`config.mk`:
```
export PLATFORM = sky130hd
export DESIGN_NAME = probe_capture_ctrl
export DESIGN_NICKNAME = d
export VERILOG_FILES = /design/src/rtl/probe_capture_pkg.sv /design/src/rtl/probe_capture_ram.sv /design/src/rtl/probe_capture_ctrl.sv
export SDC_FILE = /design/constraint.sdc
export NUM_CORES = 1
export LEC_CHECK = 0
export ABC_AREA = 1
export BUFFER_PORTS_ARGS = -buffer_cell sky130_fd_sc_hd__buf_2
export CORE_ASPECT_RATIO = 0.6
export CORE_MARGIN = 1
export CORE_UTILIZATION = 25
export CTS_CLUSTER_DIAMETER = 200
export DETAILED_ROUTE_END_ITERATION = 6
export PLACE_DENSITY = 0.39
export SLEW_MARGIN = 20
export SYNTH_ARGS = -nofsm -noshare
export SYNTH_HDL_FRONTEND = slang
export SYNTH_SLANG_ARGS = --single-unit
```
`constraint.sdc`:
```
create_clock -name sys_clk -period 7.2 [get_ports sys_clk]
set_clock_uncertainty 0.2 [all_clocks]
set_input_delay 0.36 -clock sys_clk [delete_from_list [all_inputs] [get_ports sys_clk]]
set_output_delay 0.36 -clock sys_clk [all_outputs]
set_load 0.1 [all_outputs]
```
`src/rtl/probe_capture_pkg.sv`:
```
// -----------------------------------------------------------------------------
// probe_capture_pkg
// Shared types and helpers for the debug-probe capture sequencer.
//   cap_state_e          : controller state encoding (3 bits)
//   capture_params_legal : elaboration-time check of the DEPTH / PRE_TRIG pair
// -----------------------------------------------------------------------------
package probe_capture_pkg;

    typedef enum logic [2:0] {
        ST_IDLE      = 3'd0,
        ST_PRETRIG   = 3'd1,
        ST_WAIT_TRIG = 3'd2,
        ST_POST      = 3'd3,
        ST_DONE      = 3'd4
    } cap_state_e;

    // DEPTH must be a power of two in 4..1024 and the pre-trigger window
    // must leave room for at least the trigger sample itself.
    function automatic bit capture_params_legal(input int depth, input int pre_trig);
        bit pow2;
        pow2 = (depth > 32'sd0) && ((depth & (depth - 32'sd1)) == 32'sd0);
        return pow2 && (depth >= 32'sd4) && (depth <= 32'sd1024) &&
               (pre_trig >= 32'sd0) && (pre_trig < depth);
    endfunction

endpackage

```
`src/rtl/probe_capture_ram.sv`:
```
// -----------------------------------------------------------------------------
// probe_capture_ram
// Simple dual-port sample buffer, DATA_W x DEPTH. Synchronous write, registered
// one-cycle read. The storage array has no reset so it maps onto block RAM;
// only the read-data register is reset so the read port starts at zero.
// Ports:
//   clk, rst_n    : clock, asynchronous active-low reset (read register only)
//   we/waddr/wdata: write port
//   re/raddr      : read request; rdata updates on the edge that samples re
//   rdata         : registered read data (holds when re is low)
// -----------------------------------------------------------------------------
module probe_capture_ram #(
    parameter int DATA_W = 20,
    parameter int DEPTH  = 16,
    parameter int ADDR_W = $clog2(DEPTH)
) (
    input  logic              clk,
    input  logic              rst_n,
    input  logic              we,
    input  logic [ADDR_W-1:0] waddr,
    input  logic [DATA_W-1:0] wdata,
    input  logic              re,
    input  logic [ADDR_W-1:0] raddr,
    output logic [DATA_W-1:0] rdata
);

    logic [DATA_W-1:0] mem_r [DEPTH];
    logic [DATA_W-1:0] rd_data_r;

    // Storage write port.
    always_ff @(posedge clk) begin
        if (we) begin
            mem_r[waddr] <= wdata;
        end
    end

    // Registered read port.
    always_ff @(posedge clk or negedge rst_n) begin
        if (!rst_n) begin
            rd_data_r <= {DATA_W{1'b0}};
        end else if (re) begin
            rd_data_r <= mem_r[raddr];
        end
    end

    assign rdata = rd_data_r;

endmodule

```
`src/rtl/probe_capture_ctrl.sv`:
```
// -----------------------------------------------------------------------------
// probe_capture_ctrl
// Capture sequencer for the debug probe bus. After arm_i it fills a circular
// buffer, waits for a masked-compare trigger, keeps PRE_TRIG samples before and
// DEPTH-PRE_TRIG samples from the trigger on, then freezes the buffer and
// replays the window oldest-first through the read port.
// Optional build macro:
//   PROBE_CAPTURE_TRIG_EDGE_EN : adds trig_edge_i; when high the trigger only
//                                fires on a rising edge of the match condition.
// Ports:
//   sys_clk, sys_rst_n         : clock, asynchronous active-low reset
//   arm_i                      : start capture (IDLE/DONE only)
//   abort_i                    : return to IDLE, wins over arm_i
//   probe_i                    : sampled probe bus
//   trig_mask_i, trig_value_i  : trigger compare mask (1 = compared) and value
//   trig_edge_i                : edge-trigger select (macro builds only)
//   rd_en_i                    : read request, honoured in DONE only
//   rd_valid_o/rd_data_o/rd_last_o : read response, one cycle after rd_en_i
//   busy_o, done_o             : capture in progress / window ready
//   trig_addr_o                : buffer address holding the trigger sample
// -----------------------------------------------------------------------------
module probe_capture_ctrl
    import probe_capture_pkg::*;
#(
    parameter int DATA_W   = 20,
    parameter int DEPTH    = 16,
    parameter int PRE_TRIG = 4,
    // Derived from DEPTH; not meant to be overridden.
    parameter int ADDR_W   = $clog2(DEPTH)
) (
    input  logic              sys_clk,
    input  logic              sys_rst_n,
    input  logic              arm_i,
    input  logic              abort_i,
    input  logic [DATA_W-1:0] probe_i,
    input  logic [DATA_W-1:0] trig_mask_i,
    input  logic [DATA_W-1:0] trig_value_i,
`ifdef PROBE_CAPTURE_TRIG_EDGE_EN
    input  logic              trig_edge_i,
`endif
    input  logic              rd_en_i,
    output logic              rd_valid_o,
    output logic [DATA_W-1:0] rd_data_o,
    output logic              rd_last_o,
    output logic              busy_o,
    output logic              done_o,
    output logic [ADDR_W-1:0] trig_addr_o
);

    if (!capture_params_legal(DEPTH, PRE_TRIG)) begin : g_param_check
        $error("probe_capture_ctrl: illegal DEPTH/PRE_TRIG combination");
    end

    localparam logic [ADDR_W-1:0] PRE_C       = ADDR_W'(PRE_TRIG);
    localparam logic [ADDR_W-1:0] PRE_LAST_C  = ADDR_W'((PRE_TRIG > 0) ? (PRE_TRIG - 1) : 0);
    localparam logic [ADDR_W-1:0] POST_INIT_C = ADDR_W'(DEPTH - PRE_TRIG - 1);
    localparam logic [ADDR_W-1:0] ONE_C       = ADDR_W'(1'b1);
    localparam logic [ADDR_W:0]   DEPTH_C     = (ADDR_W + 1)'(DEPTH);
    localparam logic [ADDR_W:0]   LAST_RD_C   = (ADDR_W + 1)'(DEPTH - 1);
    localparam logic [ADDR_W:0]   RD_ONE_C    = (ADDR_W + 1)'(1'b1);
    // With no pre-trigger window the PRETRIG phase is skipped entirely.
    localparam cap_state_e        ARM_NEXT_C  = (PRE_TRIG == 0) ? ST_WAIT_TRIG : ST_PRETRIG;

    cap_state_e        state_r;
    logic [ADDR_W-1:0] wr_ptr_r;
    logic [ADDR_W-1:0] fill_cnt_r;
    logic [ADDR_W-1:0] post_cnt_r;
    logic [ADDR_W-1:0] trig_addr_r;
    logic [ADDR_W-1:0] rd_ptr_r;
    logic [ADDR_W:0]   rd_cnt_r;
    logic              busy_r;
    logic              done_r;
    logic              rd_valid_r;
    logic              rd_last_r;
`ifdef PROBE_CAPTURE_TRIG_EDGE_EN
    logic              match_prev_r;
`endif

    logic              match_s;
    logic              fire_s;
    logic              we_s;
    logic              re_s;

    // Trigger compare; the edge qualifier only exists in edge-capable builds.
    always_comb begin
        match_s = (((probe_i ^ trig_value_i) & trig_mask_i) == {DATA_W{1'b0}});
`ifdef PROBE_CAPTURE_TRIG_EDGE_EN
        if (trig_edge_i) begin
            fire_s = match_s && !match_prev_r;
        end else begin
            fire_s = match_s;
        end
`else
        fire_s = match_s;
`endif
    end

    // Buffer port enables; writing and reading are tied to disjoint states.
    always_comb begin
        we_s = (state_r == ST_PRETRIG) || (state_r == ST_WAIT_TRIG) || (state_r == ST_POST);
        re_s = (state_r == ST_DONE) && rd_en_i && !abort_i && !arm_i && (rd_cnt_r != DEPTH_C);
    end

    // Capture sequencer: state, pointers, counters and registered status outputs.
    always_ff @(posedge sys_clk or negedge sys_rst_n) begin
        if (!sys_rst_n) begin
            state_r      <= ST_IDLE;
            wr_ptr_r     <= {ADDR_W{1'b0}};
            fill_cnt_r   <= {ADDR_W{1'b0}};
            post_cnt_r   <= {ADDR_W{1'b0}};
            trig_addr_r  <= {ADDR_W{1'b0}};
            rd_ptr_r     <= {ADDR_W{1'b0}};
            rd_cnt_r     <= {(ADDR_W + 1){1'b0}};
            busy_r       <= 1'b0;
            done_r       <= 1'b0;
            rd_valid_r   <= 1'b0;
            rd_last_r    <= 1'b0;
`ifdef PROBE_CAPTURE_TRIG_EDGE_EN
            match_prev_r <= 1'b0;
`endif
        end else begin
            rd_valid_r <= re_s;
            rd_last_r  <= re_s && (rd_cnt_r == LAST_RD_C);
            if (re_s) begin
                rd_ptr_r <= rd_ptr_r + ONE_C;
                rd_cnt_r <= rd_cnt_r + RD_ONE_C;
            end
            if (we_s) begin
                wr_ptr_r <= wr_ptr_r + ONE_C;
            end

            if (abort_i) begin
                state_r    <= ST_IDLE;
                busy_r     <= 1'b0;
                done_r     <= 1'b0;
                rd_valid_r <= 1'b0;
                rd_last_r  <= 1'b0;
            end else begin
                case (state_r)
                    ST_IDLE, ST_DONE: begin
                        if (arm_i) begin
                            state_r      <= ARM_NEXT_C;
                            wr_ptr_r     <= {ADDR_W{1'b0}};
                            fill_cnt_r   <= {ADDR_W{1'b0}};
                            busy_r       <= 1'b1;
                            done_r       <= 1'b0;
`ifdef PROBE_CAPTURE_TRIG_EDGE_EN
                            match_prev_r <= 1'b0;
`endif
                        end
                    end
                    ST_PRETRIG: begin
                        fill_cnt_r <= fill_cnt_r + ONE_C;
`ifdef PROBE_CAPTURE_TRIG_EDGE_EN
                        match_prev_r <= 1'b0;
`endif
                        if (fill_cnt_r == PRE_LAST_C) begin
                            state_r <= ST_WAIT_TRIG;
                        end
                    end
                    ST_WAIT_TRIG: begin
`ifdef PROBE_CAPTURE_TRIG_EDGE_EN
                        match_prev_r <= match_s;
`endif
                        if (fire_s) begin
                            trig_addr_r <= wr_ptr_r;
                            post_cnt_r  <= POST_INIT_C;
                            if (POST_INIT_C == {ADDR_W{1'b0}}) begin
                                // Trigger sample is the last one of the window.
                                state_r  <= ST_DONE;
                                busy_r   <= 1'b0;
                                done_r   <= 1'b1;
                                rd_ptr_r <= wr_ptr_r - PRE_C;
                                rd_cnt_r <= {(ADDR_W + 1){1'b0}};
                            end else begin
                                state_r <= ST_POST;
                            end
                        end
                    end
                    ST_POST: begin
                        post_cnt_r <= post_cnt_r - ONE_C;
                        if (post_cnt_r == ONE_C) begin
                            // Oldest kept sample sits PRE_TRIG slots before the trigger.
                            state_r  <= ST_DONE;
                            busy_r   <= 1'b0;
                            done_r   <= 1'b1;
                            rd_ptr_r <= trig_addr_r - PRE_C;
                            rd_cnt_r <= {(ADDR_W + 1){1'b0}};
                        end
                    end
                    default: begin
                        state_r <= ST_IDLE;
                        busy_r  <= 1'b0;
                        done_r  <= 1'b0;
                    end
                endcase
            end
        end
    end

    probe_capture_ram #(
        .DATA_W (DATA_W),
        .DEPTH  (DEPTH),
        .ADDR_W (ADDR_W)
    ) u_ram (
        .clk   (sys_clk),
        .rst_n (sys_rst_n),
        .we    (we_s),
        .waddr (wr_ptr_r),
        .wdata (probe_i),
        .re    (re_s),
        .raddr (rd_ptr_r),
        .rdata (rd_data_o)
    );

    assign rd_valid_o  = rd_valid_r;
    assign rd_last_o   = rd_last_r;
    assign busy_o      = busy_r;
    assign done_o      = done_r;
    assign trig_addr_o = trig_addr_r;

endmodule

```
======== Yosys cells after proc, flatten, opt, wreduce, memory -nomap -nowiden ========
Memories as Yosys holds them, arrays and structs flattened. A register that Yosys moved wholly into a read port is not among the register bits.
Index checks and enable logic that the tools add are counted.
word-level totals
  memories kept ........................... 1
  word-level logic and storage cells ...... 91
  flip-flop bits (word level) ............. 32
  memory bits (writable) .................. 320
memory list
  memory       depth  bits a word  read ports  clocked after Yosys merged registers in  write ports  line                     source
  u_ram.mem_r  16     20           1           1                                        1            probe_capture_ram.sv:27  logic [DATA_W-1:0] mem_r [DEPTH];
operators by class
  mux-type cells .......................... 34
  eq/ne operators ......................... 15
  add/subtract/negate cells ............... 6
  reductions and logical operators ........ 21
  bitwise gates (word level) .............. 3
operators with widths
  cell                                                                   number
  4-bit 2-to-1 mux                                                       10
  20-bit AND                                                             1
  20-bit logical NOT                                                     1
  5-bit 2-to-1 mux                                                       4
  20-bit XOR                                                             1
  4-bit case mux with 2 select lines                                     2
  3-bit 2-to-1 mux                                                       5
  4-bit by 1-bit adder with 4-bit output, second input constant          3
  3-bit case mux with 4 select lines                                     1
  3-bit AND reduction                                                    4
  1-bit 2-to-1 mux                                                       10
  3-bit by 2-bit equality test with 1-bit output, second input constant  2
  3-bit by 2-bit != test with 1-bit output, second input constant        2
  3-bit != test, second input constant                                   2
  1-bit case mux with 3 select lines                                     2
  5-bit by 1-bit adder with 5-bit output, second input constant          1
  5-bit by 4-bit equality test with 1-bit output, second input constant  1
  1-bit logical AND                                                      5
  5-bit != test, second input constant                                   1
  4-bit by 1-bit equality test with 1-bit output, second input constant  1
  4-bit by 2-bit equality test with 1-bit output, second input constant  1
  2-bit != test, second input constant                                   2
  4-bit AND reduction                                                    1
  2-bit nonzero test                                                     2
  10 further kinds                                                       14

======== Depth between registers and ports, before layout ========
Gate-level depths: netlist of the first run.
  depth in word-level cells ............... 9
  mapped depth ............................ 11

======== Hierarchy ========
From an unflattened synthesis of the first run, not the netlist that was laid out.
unflattened totals
  cell total of the unflattened synthesis .. 1456
  area total of the unflattened synthesis .. 15778.9 um^2
by module, submodules not included
  module              cells each  instances  area an instance (um^2)  sequential area each (um^2)
  probe_capture_ram   1161        1          13666.9                  10109.7
  probe_capture_ctrl  295         1          2112.0                   800.8

======== Worst setup path after synthesis of the first run ========
No wires, ideal clock.
  path kind ............................... register to register
  start ................................... register state_r[0]
  end ..................................... memory u_ram.mem_r[15][0], enable pin
  stages on the path, launching flop included .. 5
  clock period less this slack ............ 2.357 ns
  setup time .............................. 0.397 ns
  setup slack ............................. 4.843 ns
  path buffers ............................ 0
  arrival ................................. 1.760 ns
  cells stage by stage .................... dfrtp_1 -> nor2_2 -> nor2_1 -> nand3_1 -> nor2_1
between the ends
  cells in the longest elaborated chain, start to end .. 5
RTL lines
  element                                                                                                                  line                       source
  start, declared                                                                                                          probe_capture_ctrl.sv:64   cap_state_e state_r;
  start signal, assigned                                                                                                   probe_capture_ctrl.sv:107  state_r <= ST_IDLE;
  start signal, assigned                                                                                                   probe_capture_ctrl.sv:133  state_r <= ST_IDLE;
  start signal, assigned                                                                                                   probe_capture_ctrl.sv:142  state_r <= ARM_NEXT_C;
  3-bit by 1-bit equality test with 1-bit output / 3-bit by 2-bit equality test with 1-bit output (equally long branches)  probe_capture_ctrl.sv:100  we_s = (state_r == ST_PRETRIG) || (state_r == ST_WAIT_TRIG) || (state_r == ST_POST);
  1-bit logical OR                                                                                                         probe_capture_ctrl.sv:100
  1-bit logical OR *                                                                                                       probe_capture_ctrl.sv:100
  1-bit 2-to-1 mux *                                                                                                       probe_capture_ram.sv:32    if (we) begin
  1-bit 2-to-1 mux (not written as such) *                                                                                 probe_capture_ram.sv:33    mem_r[waddr] <= wdata;
  end, declared                                                                                                            probe_capture_ram.sv:27
Every way passes the cells marked *; elsewhere a longest branch is shown, timed or not.

==> results of run 1 <==
==> state kept, by name, indices dropped and copies added (netlist names) <==
register,cells
u_ram.mem_r,320
u_ram.rdata,20
rd_cnt_r,5
fill_cnt_r,4
post_cnt_r,4
rd_ptr_r,4
trig_addr_o,4
wr_ptr_r,4
state_r,3
busy_o,1
done_o,1
rd_last_o,1
rd_valid_o,1
==> kinds of logic after synthesis <==
kind of cell | after synthesis
DFF | 372
xor gates and xnor gates | 5
adders and majority gates | 11
and+or+nand+nor | 556
muxes | 20
buffers and inverters | 165
AOI/OAI and AO/OA | 221
==> area by class of cell <==
class                           instances  area, sq um  share of cell area, %
Sequential cell                       372        10900                   59.9
Multi-Input combinational cell        813         3990                   21.9
Clock buffer                           61         1140                   6.26
Tap cell                              828         1040                   5.68
Timing Repair Buffer                  115          636                   3.49
Inverter                              100          378                   2.07
Clock inverter                         10          125                  0.687
Antenna cell                            2         5.00                 0.0275
==> layer usage <==
layer  wire (um)  global-route usage [%]
met5           0                       0
met4         643                    2.73
met3        2240                    2.47
met1       25600                    24.7
met2       21100                    23.0
==> worst max-delay path, stage by stage, from the launching register on <==
cell and delay (ns):
dfrtp_2 0.65, buf_4 0.40, nor2_4 0.51, buf_4 0.50
a21oi_1 0.13, o211ai_1 0.30, nand3_1 0.15, nand2_1 0.09
==> cells in the final DEF (no fill, tap or decap), types with 3 or more instances in the layout <==
master	n
clkbuf_1	16
clkinv_2	4
mux2i_1	20
a211oi_1	21
nand3_1	92
nand2_1	367
nand2_2	4
clkbuf_8	4
dfrtp_1	50
clkinv_1	3
bufinv_16	3
edfxtp_1	320
clkbuf_16	41
buf_4	22
inv_1	97
buf_2	92
nor3_1	4
ha_1	11
o21ai_0	79
o22ai_1	21
nor2_4	7
o21ai_1	5
a21oi_1	70
nor2_1	57
nor2_2	14
xnor2_1	3
nand4_1	4
o211ai_1	22
==> cell usage after synthesis, types with 2 or more instances <==
master    number  area share (%)
nand2_1      368             8.9
edfxtp_1     320              62
inv_1         98             2.4
nand3_1       92             3.0
o21ai_0       79             2.5
nor2_1        73             1.8
a21oi_1       70             2.3
dfrtp_1       52             8.4
buf_2         25            0.81
clkbuf_1      25            0.60
o211ai_1      22             1.1
a211oi_1      21             1.0
o22ai_1       21            0.85
mux2i_1       20             1.3
ha_1          11            0.89
buf_1          6            0.15
buf_4          5            0.24
o21ai_1        5            0.16
buf_6          4            0.29
nand4_1        4            0.16
nor2_2         4            0.16
nor3_1         4            0.13
nand2_2        3            0.12
xnor2_1        3            0.17
or2_1          2           0.081
xor2_1         2            0.11
==> stage by stage <==
| step | hold WS [ns] | power, W | area [sq um] | utilization (%) | setup WS (ns) |
|---|---|---|---|---|---|
| finish | 0.0261 | 0.00727 | 18200 | 29.8 | 4.14 |
| global route | 0.0188 | 0.00768 | 18200 | 29.8 | 3.88 |
| CTS | 0.00901 | 0.00736 | 18200 | 29.8 | 4.07 |
| detailed placement | 0.266 | 0.00530 | 16900 | 27.7 | 4.08 |
| global placement | 0.267 | 0.00531 | 16900 | 27.7 | 4.07 |
| floorplan | -0.136 | 0.00446 | 15500 | - | 4.84 |
==> path summary, 6_finish.rpt <==
| check | cells after the start | end | startpoint | slack [ns] |
|---|---|---|---|---|
| max | 7 | u_ram.rdata[9]$_DFFE_PN0N_ | rd_ptr_r[1]$_DFF_PN0_ | 4.14 |
| min in group asynchronous | 3 | rd_valid_o$_DFF_PN0_ | sys_rst_n | 0.34 |
| max reg2reg | 7 | u_ram.rdata[9]$_DFFE_PN0N_ | rd_ptr_r[1]$_DFF_PN0_ | 4.14 |
| max in group asynchronous | 3 | rd_ptr_r[0]$_DFF_PN0_ | sys_rst_n | 5.82 |
| min | 1 | u_ram.mem_r[4][12]$_DFFE_PP_ | probe_i[12] | 0.03 |
| min reg2reg | 2 | u_ram.rdata[10]$_DFFE_PN0N_ | u_ram.rdata[10]$_DFFE_PN0N_ | 0.29 |
==> power by group through the flow <==
| stage | Combinational (W) | Clock (W) | Sequential, W |
|---|---|---|---|
| 2_1_floorplan | 0.00128 | 0 | 0.00319 |
| 3_3_place_gp | 0.00240 | 0 | 0.00291 |
| 3_5_place_dp | 0.00239 | 0 | 0.00291 |
| 4_1_cts | 0.00240 | 0.00209 | 0.00287 |
| 5_1_grt | 0.00259 | 0.00219 | 0.00289 |
| 6_report | 0.00237 | 0.00204 | 0.00286 |
==> what timing repair did <==
action | 4_1_cts | 5_1_grt
resized for setup | 0 | 0
hold buffers | 1 | 0
hold endpoints to repair | 52 | 0
==> metrics.txt, run 1 <==
status complete, no violations; Inst Count DP 2227; CTS buffer count 39; period utilization 42.5%; core box area 61100 sq um; P_leak 6.97 nW; Critical Path RT 7.47 ns; CP Data Arrival Time 3.33 ns; CTS tree yes; Via density 4.44; antenna violations before repair 3; Power Internal 0.00442 W; Max Transition Viols Final 0; crit-path max FO 35; Netlist cell types 37; ANT nets after route 0; global-route wire length before repair 72100 um; gr usage total 15.8%; die area 63100 sq um; Seq pwr share 39.4%; initial core utilization 25.4%; main combinational cell family by area after synthesis simple AND/OR/NAND/NOR gates; syn avg cell area 11.5 sq um; synth-to-layout area growth 17.4%; number of cell rows 70; Max-Cap Viols 0; YS warnings 0; largest net degree at the start of global routing 89; Worst Hold Class in -> reg; vias in the first global route 10081; post-layout min period 3.06 ns; # port buffers 92; number of H-tree levels 2; Finish-stage setup viols 0; Final Hold Vio Count 0; Worst VDD drop 196 uV; Mapped Area 15500 sq um; Comb pwr share 32.5%; XOR/XNOR share of the synthesized area 0.282%; ys async rst share 14.0%; max_slew headroom 27.9%; 1st-pass router iterations 5; Die Y 195 um; flops & latches, synth 372; initial DRC count 711; sw frac 39.2%; Max Clk Rate 327 MHz; grt total ovfl 0; total I/O pin count 93; Sw Pwr 0.00285 W; Post-synth EDFFs 320; Synth Net Count 1426; Clk pwr share 28.1%; setup tns final 0 ns; Layout Cells excl Fill 2301; Clock Path Buffers 3; postcts setup bufs 0; Power per Cell Area 399 nW/um^2; sequential fraction of the synthesis area 70.3%; DR vias 10209; Post-Synth Simple-Gate Area 14.7%; clock latency on the worst-skew pair 0.54 ns; detail-routed net length per standard cell 21.5 um; clk root buf clkbuf_16; cells after synthesis 1350; RSZ-0062 raised after global routing false; post-synthesis adder-cell area fraction 0.887%; share of layout cells above drive strength 1 13.5%; Placer Congestion 0.770; Synth Flop Type edfxtp_1; post-synthesis compound-gate area fraction 8.10%; # fillers 6373; Worst Tran Pin Value 1.08 ns; crit path kind reg -> reg; Post-Route WL 49600 um; DRC Markers 0; post-synthesis mux area share 1.29%; CP Capture Type flip-flop; Layout Nets 1517; CTS clk-pin slew, worst paths 0.06 ns; dpl hpwl 29100 um; Critical Path Start Type flip-flop; die width 324 um; CTS sink count 372
Power figures use the tool's default switching activity.
==> run 2, diff against run 1 <==
--- a/config.mk
+++ b/config.mk
@@ -5,7 +5,7 @@
 export SDC_FILE = /design/constraint.sdc
 export NUM_CORES = 1
 export LEC_CHECK = 0
-export ABC_AREA = 1
+export ABC_AREA = 0
 export BUFFER_PORTS_ARGS = -buffer_cell sky130_fd_sc_hd__buf_2
 export CORE_ASPECT_RATIO = 0.6
 export CORE_MARGIN = 1
==> constraint.sdc (replaced) <==
create_clock -name sys_clk -period 2.85 [get_ports sys_clk]
set_clock_uncertainty 0.2 [all_clocks]
set_input_delay 0.1425 -clock sys_clk [delete_from_list [all_inputs] [get_ports sys_clk]]
set_output_delay 0.1425 -clock sys_clk [all_outputs]
set_load 0.1 [all_outputs]
==> run 2 against run 1 <==
  * Via count down 23%
  * Sequential share of layout area down 0.89 points
  * Non-clock buffer count up 63
  * First-iteration DRC count down 14%
  * Area after synthesis down 3.5%
  * Combinational power down 60%
  * Register-to-register slack worse by 3.9 ns
  * Cell count down 24%
  * Worst setup slack worse by 3.9 ns
  * Total power up 74%
  * Clock-buffer cell count down 17
  * Core utilization up 1.4 points
  * Critical path type unchanged
  * Critical endpoint is now u_ram.rdata[15]$_DFFE_PN0N_
  * Largest cell class unchanged
  * Largest power group unchanged
==> metrics.txt, run 2 <==
# fillers 5773 (was 6373); core box area 59200 sq um (was 61100 sq um); Worst Hold Class in -> reg (unchanged); commonest non-fill, non-tap cell in the layout edfxtp_1 (was nand2_1); clock latency on the worst-skew pair 0.53 ns (was 0.54 ns); CP most frequent cell buf_4 (unchanged); syn avg cell area 19.7 sq um (was 11.5 sq um); clk root buf clkbuf_16 (unchanged); postcts setup bufs 0 (unchanged); CP Capture Type flip-flop (unchanged); gr usage total 13.9% (was 15.8%); CP Buf/Inv Count 3 (was 2); diode count 0 (was 2); Resized cells post-CTS 0 (unchanged); Synth Net Count 837 (was 1426); max_slew headroom 29.6% (was 27.9%); P_leak 6.31 nW (was 6.97 nW); Max Clk Rate 382 MHz (was 327 MHz); Die Y 192 um (was 195 um); initial DRC count 614 (was 711); Power Total 0.0127 W (was 0.00727 W); Worst Tran Pin Value 1.05 ns (was 1.08 ns); Layout Nets 1016 (was 1517); Final Hold Vio Count 0 (unchanged); Critical Path RT 3.04 ns (was 7.47 ns); Critical Path Start Type flip-flop (unchanged); Power per Cell Area 685 nW/um^2 (was 399 nW/um^2); Critical Path Max Stage Delay 0.72 ns (was 0.65 ns); CTS tree yes (unchanged); 1st-pass router iterations 4 (was 5); CTS buffer count 38 (was 39); synth-to-layout area growth 23.5% (was 17.4%); crit path max-delay cell type dfrtp_4 (was dfrtp_2); Netlist cell types 50 (was 37); ANT nets after route 0 (unchanged); CP Data Arrival Time 2.81 ns (was 3.33 ns); max reg flops 320 (unchanged); cells after synthesis 761 (was 1350); Worst VDD drop 370 uV (was 196 uV); global-route wire length before repair 60000 um (was 72100 um); die area 60900 sq um (was 63100 sq um); CTS clk-pin slew, worst paths 0.07 ns (was 0.06 ns); Post-synth EDFFs 320 (unchanged); period utilization 91.8% (was 42.5%); vias in the first global route 8017 (was 10081); Synth top area share 64.2% (was 61.9%); top cell family by delay on the critical path flip-flops (was buffers and inverters); Mapped Area 15000 sq um (was 15500 sq um); DRC Markers 0 (unchanged); DR vias 7884 (was 10209); Post-Route WL 41700 um (was 49600 um); most frequent cell after synthesis edfxtp_1 (was nand2_1); YS warnings 0 (unchanged); total I/O pin count 93 (unchanged); Clock Path Buffers 3 (unchanged); worst hold slack 0.0305 ns (was 0.0261 ns); post-layout min period 2.62 ns (was 3.06 ns); Synth Flop Type edfxtp_1 (unchanged); Finish-stage setup viols 0 (unchanged); largest cells by area after synthesis edfxtp_1 64%, mux4_2 9.8%, dfrtp_1 8.7%, mux4_1 2.6%, a221oi_2 2.0% (was edfxtp_1 62%, nand2_1 8.9%, dfrtp_1 8.4%, nand3_1 3.0%, o21ai_0 2.5%); sequential fraction of the synthesis area 72.8% (was 70.3%); crit path kind reg -> reg (unchanged); dpl hpwl 25900 um (was 29100 um); detail-routed net length per standard cell 23.8 um (was 21.5 um); Placer Congestion 0.700 (was 0.770); die width 318 um (was 324 um); critical-path cell list buf_4, buf_4, mux4_2, a221oi_2, buf_4, o21ai_1 (was buf_4, nor2_4, buf_4, a21oi_1, o211ai_1, nand3_1, nand2_1); Post-CTS Hold Buffers 29 (was 1); Max-Cap Viols 0 (unchanged); CTS sink count 372 (unchanged); highest-count cells in the layout ignoring fill and taps 320 x edfxtp_1, 92 x buf_2, 65 x mux4_2 (was 367 x nand2_1, 320 x edfxtp_1, 97 x inv_1); crit-path max FO 22 (was 35); post-synth top area cell edfxtp_1 (unchanged); flops & latches, synth 372 (unchanged); commonest cells in the netlist 320 x edfxtp_1, 65 x mux4_2, 52 x dfrtp_1 (was 368 x nand2_1, 320 x edfxtp_1, 98 x inv_1); Via density 4.51 (was 4.44); status complete, no violations (unchanged); number of H-tree levels 2 (unchanged); post-route core utilization 31.2% (was 29.8%); Max Transition Viols Final 0 (unchanged); register with the most flip-flops u_ram.mem_r (unchanged); share of layout cells above drive strength 1 33.3% (was 13.5%); RSZ-0062 raised after global routing false (unchanged); # port buffers 92 (unchanged); antenna violations before repair 0 (was 3); grt total ovfl 0 (unchanged); number of cell rows 69 (was 70); initial core utilization 25.3% (was 25.4%); largest net degree at the start of global routing 42 (was 89); ys async rst share 14.0% (unchanged)
-- run 2: worst paths after layout --
path	from	end	slack [ns]	depth (start not counted)
worst max-delay path	rd_ptr_r[0]$_DFF_PN0_	u_ram.rdata[15]$_DFFE_PN0N_	0.23	6
worst min-delay path	trig_mask_i[13]	trig_addr_o[1]$_DFFE_PN0P_	0.03	5
worst max register to register	rd_ptr_r[0]$_DFF_PN0_	u_ram.rdata[15]$_DFFE_PN0N_	0.23	6
worst min register to register	u_ram.rdata[14]$_DFFE_PN0N_	u_ram.rdata[14]$_DFFE_PN0N_	0.28	2
max in group asynchronous	sys_rst_n	u_ram.rdata[0]$_DFFE_PN0N_	1.71	3
min in group asynchronous	sys_rst_n	post_cnt_r[2]$_DFFE_PN0P_	0.04	2
-- run 2: layout make-up --
| type | count | area, sq um | area share (%) |
|---|---|---|---|
| clock buffer | 44 | 1040 | 5.61 |
| tap | 781 | 977 | 5.28 |
| inverter | 13 | 48.8 | 0.264 |
| multi-input combinational | 337 | 3820 | 20.6 |
| sequential | 372 | 10900 | 59.0 |
| timing repair buffer | 178 | 1380 | 7.45 |
| clock inverter | 24 | 323 | 1.74 |
-- run 2: layer usage --
layer  track usage (%)  share of wire, %
met1              22.0                53
met5                 0                 0
met3              2.74               4.9
met4              2.17              0.84
met2              19.4                41
-- run 2: worst min-delay path: cells and delay by family --
kind | cells | cell delay [ns]
multiplexers | 1 | 0.19
AO/OA/AOI/OAI | 1 | 0.07
buffers and inverters | 1 | 0.08
AND/OR/NAND/NOR | 2 | 0.25
-- run 2: logic make-up (layout without fill, tap and decap cells) --
kind of cell / count (synthesis) / after routing / synth area share [%]
flops: 372 / 372 / 72.8
simple gates: 109 / 109 / 3.79
compound gates: 98 / 98 / 5.62
mux: 87 / 87 / 13.0
buf+inv: 52 / 259 / 1.95
xor+xnor: 32 / 32 / 1.87
fa+ha+maj: 11 / 11 / 0.919
-- run 2: report_power, final --
part / internal, W / switching [W]
combinational: 0.000352 / 0.000586
sequential: 0.00616 / 0.000105
clock: 0.00327 / 0.00220
total: 0.00978 / 0.00289
-- run 2: through the flow --
stage	instances	TNS (ns)	setup WS [ns]	area [sq um]
CTS	1749	0	0.0801	18500
floorplan	761	-19.04	-0.238	15000
detailed placement	1652	-0.146	-0.0366	16900
finish	1749	0	0.234	18500
global placement	1652	-0.107	-0.0294	16900
global route	1749	0	0.000509	18500
==> run 3, diff against run 2 <==
--- a/config.mk
+++ b/config.mk
@@ -12,7 +12,7 @@
 export CORE_UTILIZATION = 25
 export CTS_CLUSTER_DIAMETER = 200
 export DETAILED_ROUTE_END_ITERATION = 6
-export PLACE_DENSITY = 0.39
+export PLACE_DENSITY = 0.52
 export SLEW_MARGIN = 20
 export SYNTH_ARGS = -nofsm -noshare
 export SYNTH_HDL_FRONTEND = slang
==> run 3 against run 2 <==
  * Worst setup slack worse by 0.044 ns
  * Register-to-register slack better by 0.02 ns
  * Global-route usage down 0.83 points
  * Total power down 5.0%
  * Largest power group unchanged
  * Highest routed layer unchanged
==> metrics.txt, run 3 (synthesized netlist as in run 2, its figures left out) <==
status complete, no violations (unchanged); Max Clk Rate 376 MHz (was 382 MHz); Seq pwr share 52.0% (was 49.5%); CTS sink count 372 (unchanged); Worst Hold Class in -> async (was in -> reg); commonest non-fill, non-tap cell in the layout edfxtp_1 (unchanged); synth-to-layout area growth 21.5% (was 23.5%); global-route wire length before repair 57200 um (was 60000 um); post-layout min period 2.66 ns (was 2.62 ns); Worst Tran Pin Value 0.943 ns (was 1.05 ns); highest-count cells in the layout ignoring fill and taps 320 x edfxtp_1, 92 x buf_2, 65 x mux4_2 (unchanged); max_slew headroom 37.1% (was 29.6%); Via density 4.49 (was 4.51); CP Capture Type flip-flop (unchanged); 1st-pass router iterations 5 (was 4); period utilization 93.3% (was 91.8%); crit-path max FO 17 (was 22); Max Transition Viols Final 0 (unchanged); vias in the first global route 8064 (was 8017); detail-routed net length per standard cell 22.4 um (was 23.8 um); Clk pwr share 40.8% (was 43.1%); diode count 0 (unchanged); initial DRC count 723 (was 614); dpl hpwl 24900 um (was 25900 um); sw frac 22.7% (was 22.8%); CTS buffer count 36 (was 38); Placer Congestion 0.734 (was 0.700); share of layout cells above drive strength 1 33.0% (was 33.3%); crit path kind in -> reg (was reg -> reg); core box area 59200 sq um (unchanged); largest net degree at the start of global routing 42 (unchanged); P_leak 6.21 nW (was 6.31 nW); gr usage total 13.0% (was 13.9%); DRC Markers 0 (unchanged); RSZ-0062 raised after global routing false (unchanged); CP Data Arrival Time 2.87 ns (was 2.81 ns); clk root buf clkbuf_16 (unchanged); Post-Route WL 39100 um (was 41700 um); number of cell rows 69 (unchanged); Comb pwr share 7.2% (was 7.4%); register with the most flip-flops u_ram.mem_r (unchanged); CTS tree yes (unchanged); Power Internal 0.00930 W (was 0.00978 W); DP Area 16700 sq um (was 16900 sq um); Finish-stage setup viols 0 (unchanged); Inst Count DP 1653 (was 1652); die area 60900 sq um (unchanged); # port buffers 92 (unchanged); grt total ovfl 0 (unchanged); Max-Cap Viols 0 (unchanged); Clock Path Buffers 3 (unchanged); Sw Pwr 0.00273 W (was 0.00289 W); Die Y 192 um (unchanged); CTS clk-pin slew, worst paths 0.06 ns (was 0.07 ns); ANT nets after route 0 (unchanged); initial core utilization 25.3% (unchanged); max reg flops 320 (unchanged); Layout Nets 1015 (was 1016); Layout Cells excl Fill 1747 (was 1749); Critical Path Start Type primary input (was flip-flop); total I/O pin count 93 (unchanged); DR vias 7837 (was 7884); Power per Cell Area 661 nW/um^2 (was 685 nW/um^2); Critical Path RT 3.06 ns (was 3.04 ns); number of H-tree levels 2 (unchanged); antenna violations before repair 0 (unchanged); die width 318 um (unchanged); Worst VDD drop 346 uV (was 370 uV); final instance area 18200 sq um (was 18500 sq um); Final Hold Vio Count 0 (unchanged); clock latency on the worst-skew pair 0.54 ns (was 0.53 ns)
run 3: cell types whose count changed in the layout (fill, tap and decap cells not counted), sizes merged:
cell / before / now
buf: 149 / 150
bufinv: 7 / 4
clkbuf: 44 / 43
clkinv: 11 / 13
clkinvlp: 3 / 2
run 3: stage by stage:
| stage | hold slack [ns] | total power (W) | setup TNS (ns) | utilization, % | setup WS, ns |
|---|---|---|---|---|---|
| after floorplan | -0.353 | 0.00679 | -19.04 | - | -0.238 |
| after global placement | -0.109 | 0.00721 | -0.198 | 28.2 | -0.0498 |
| after detailed placement | -0.0993 | 0.00722 | -0.215 | 28.2 | -0.0566 |
| after CTS | 0.00464 | 0.0122 | 0 | 30.7 | 0.0395 |
| after global routing | 0.0433 | 0.0125 | 0 | 30.7 | 0.0748 |
| final | 0.0104 | 0.0120 | 0 | 30.7 | 0.190 |
run 3: what timing repair did:
item | CTS | global route
setup endpoints to repair | 0 | 4
buffers inserted | 0 | 0
hold endpoints to repair | 392 | 0
gates resized for setup | 0 | 1
hold buffers | 29 | 0
run 3: cell type report:
class	count	area (sq um)
Timing Repair Buffer	179	1240
Fill cell	5805	41000
Clock buffer	43	968
Multi-Input combinational cell	337	3820
Tap cell	781	977
Clock inverter	22	233
Sequential cell	372	10900
Inverter	13	48.8
run 3: metal layers:
metal / GRT usage [%] / part of all wire (%)
met1: 19.8 / 51
met4: 2.15 / 1.1
met3: 3.04 / 5.7
met5: 0 / 0
met2: 18.9 / 42
run 3: path summary, 6_finish.rpt:
check | start | end | cells past startpoint | slack, ns
setup / recovery | probe_i[19] | trig_addr_o[2]$_DFFE_PN0P_ | 7 | 0.19
hold / removal | sys_rst_n | fill_cnt_r[1]$_DFFE_PN0P_ | 3 | 0.01
setup reg to reg | state_r[0]$_DFFE_PN0P_ | rd_ptr_r[3]$_DFF_PN0_ | 8 | 0.25
hold reg to reg | u_ram.rdata[12]$_DFFE_PN0N_ | u_ram.rdata[12]$_DFFE_PN0N_ | 2 | 0.28
max in group asynchronous | sys_rst_n | state_r[0]$_DFFE_PN0P_ | 3 | 1.41
min in group sys_clk | trig_mask_i[13] | trig_addr_o[0]$_DFFE_PN0P_ | 5 | 0.02
run 3: power groups by stage:
| stage | clock network, W | registers, W | logic, W |
|---|---|---|---|
| after CTS | 0.00501 | 0.00626 | 0.000884 |
| after detailed placement | 0 | 0.00637 | 0.000849 |
| after floorplan | 0 | 0.00635 | 0.000435 |
| after global placement | 0 | 0.00637 | 0.000840 |
| after global routing | 0.00524 | 0.00628 | 0.000956 |
| final | 0.00491 | 0.00626 | 0.000869 |
run 3: critical path: stages:
cell and delay [ns]:
dlygate4sd3_1 0.54, buf_2 0.38, xor2_1 0.14, a22oi_2 0.47
nand4_1 0.27, nor4b_4 0.56, mux2_4 0.34
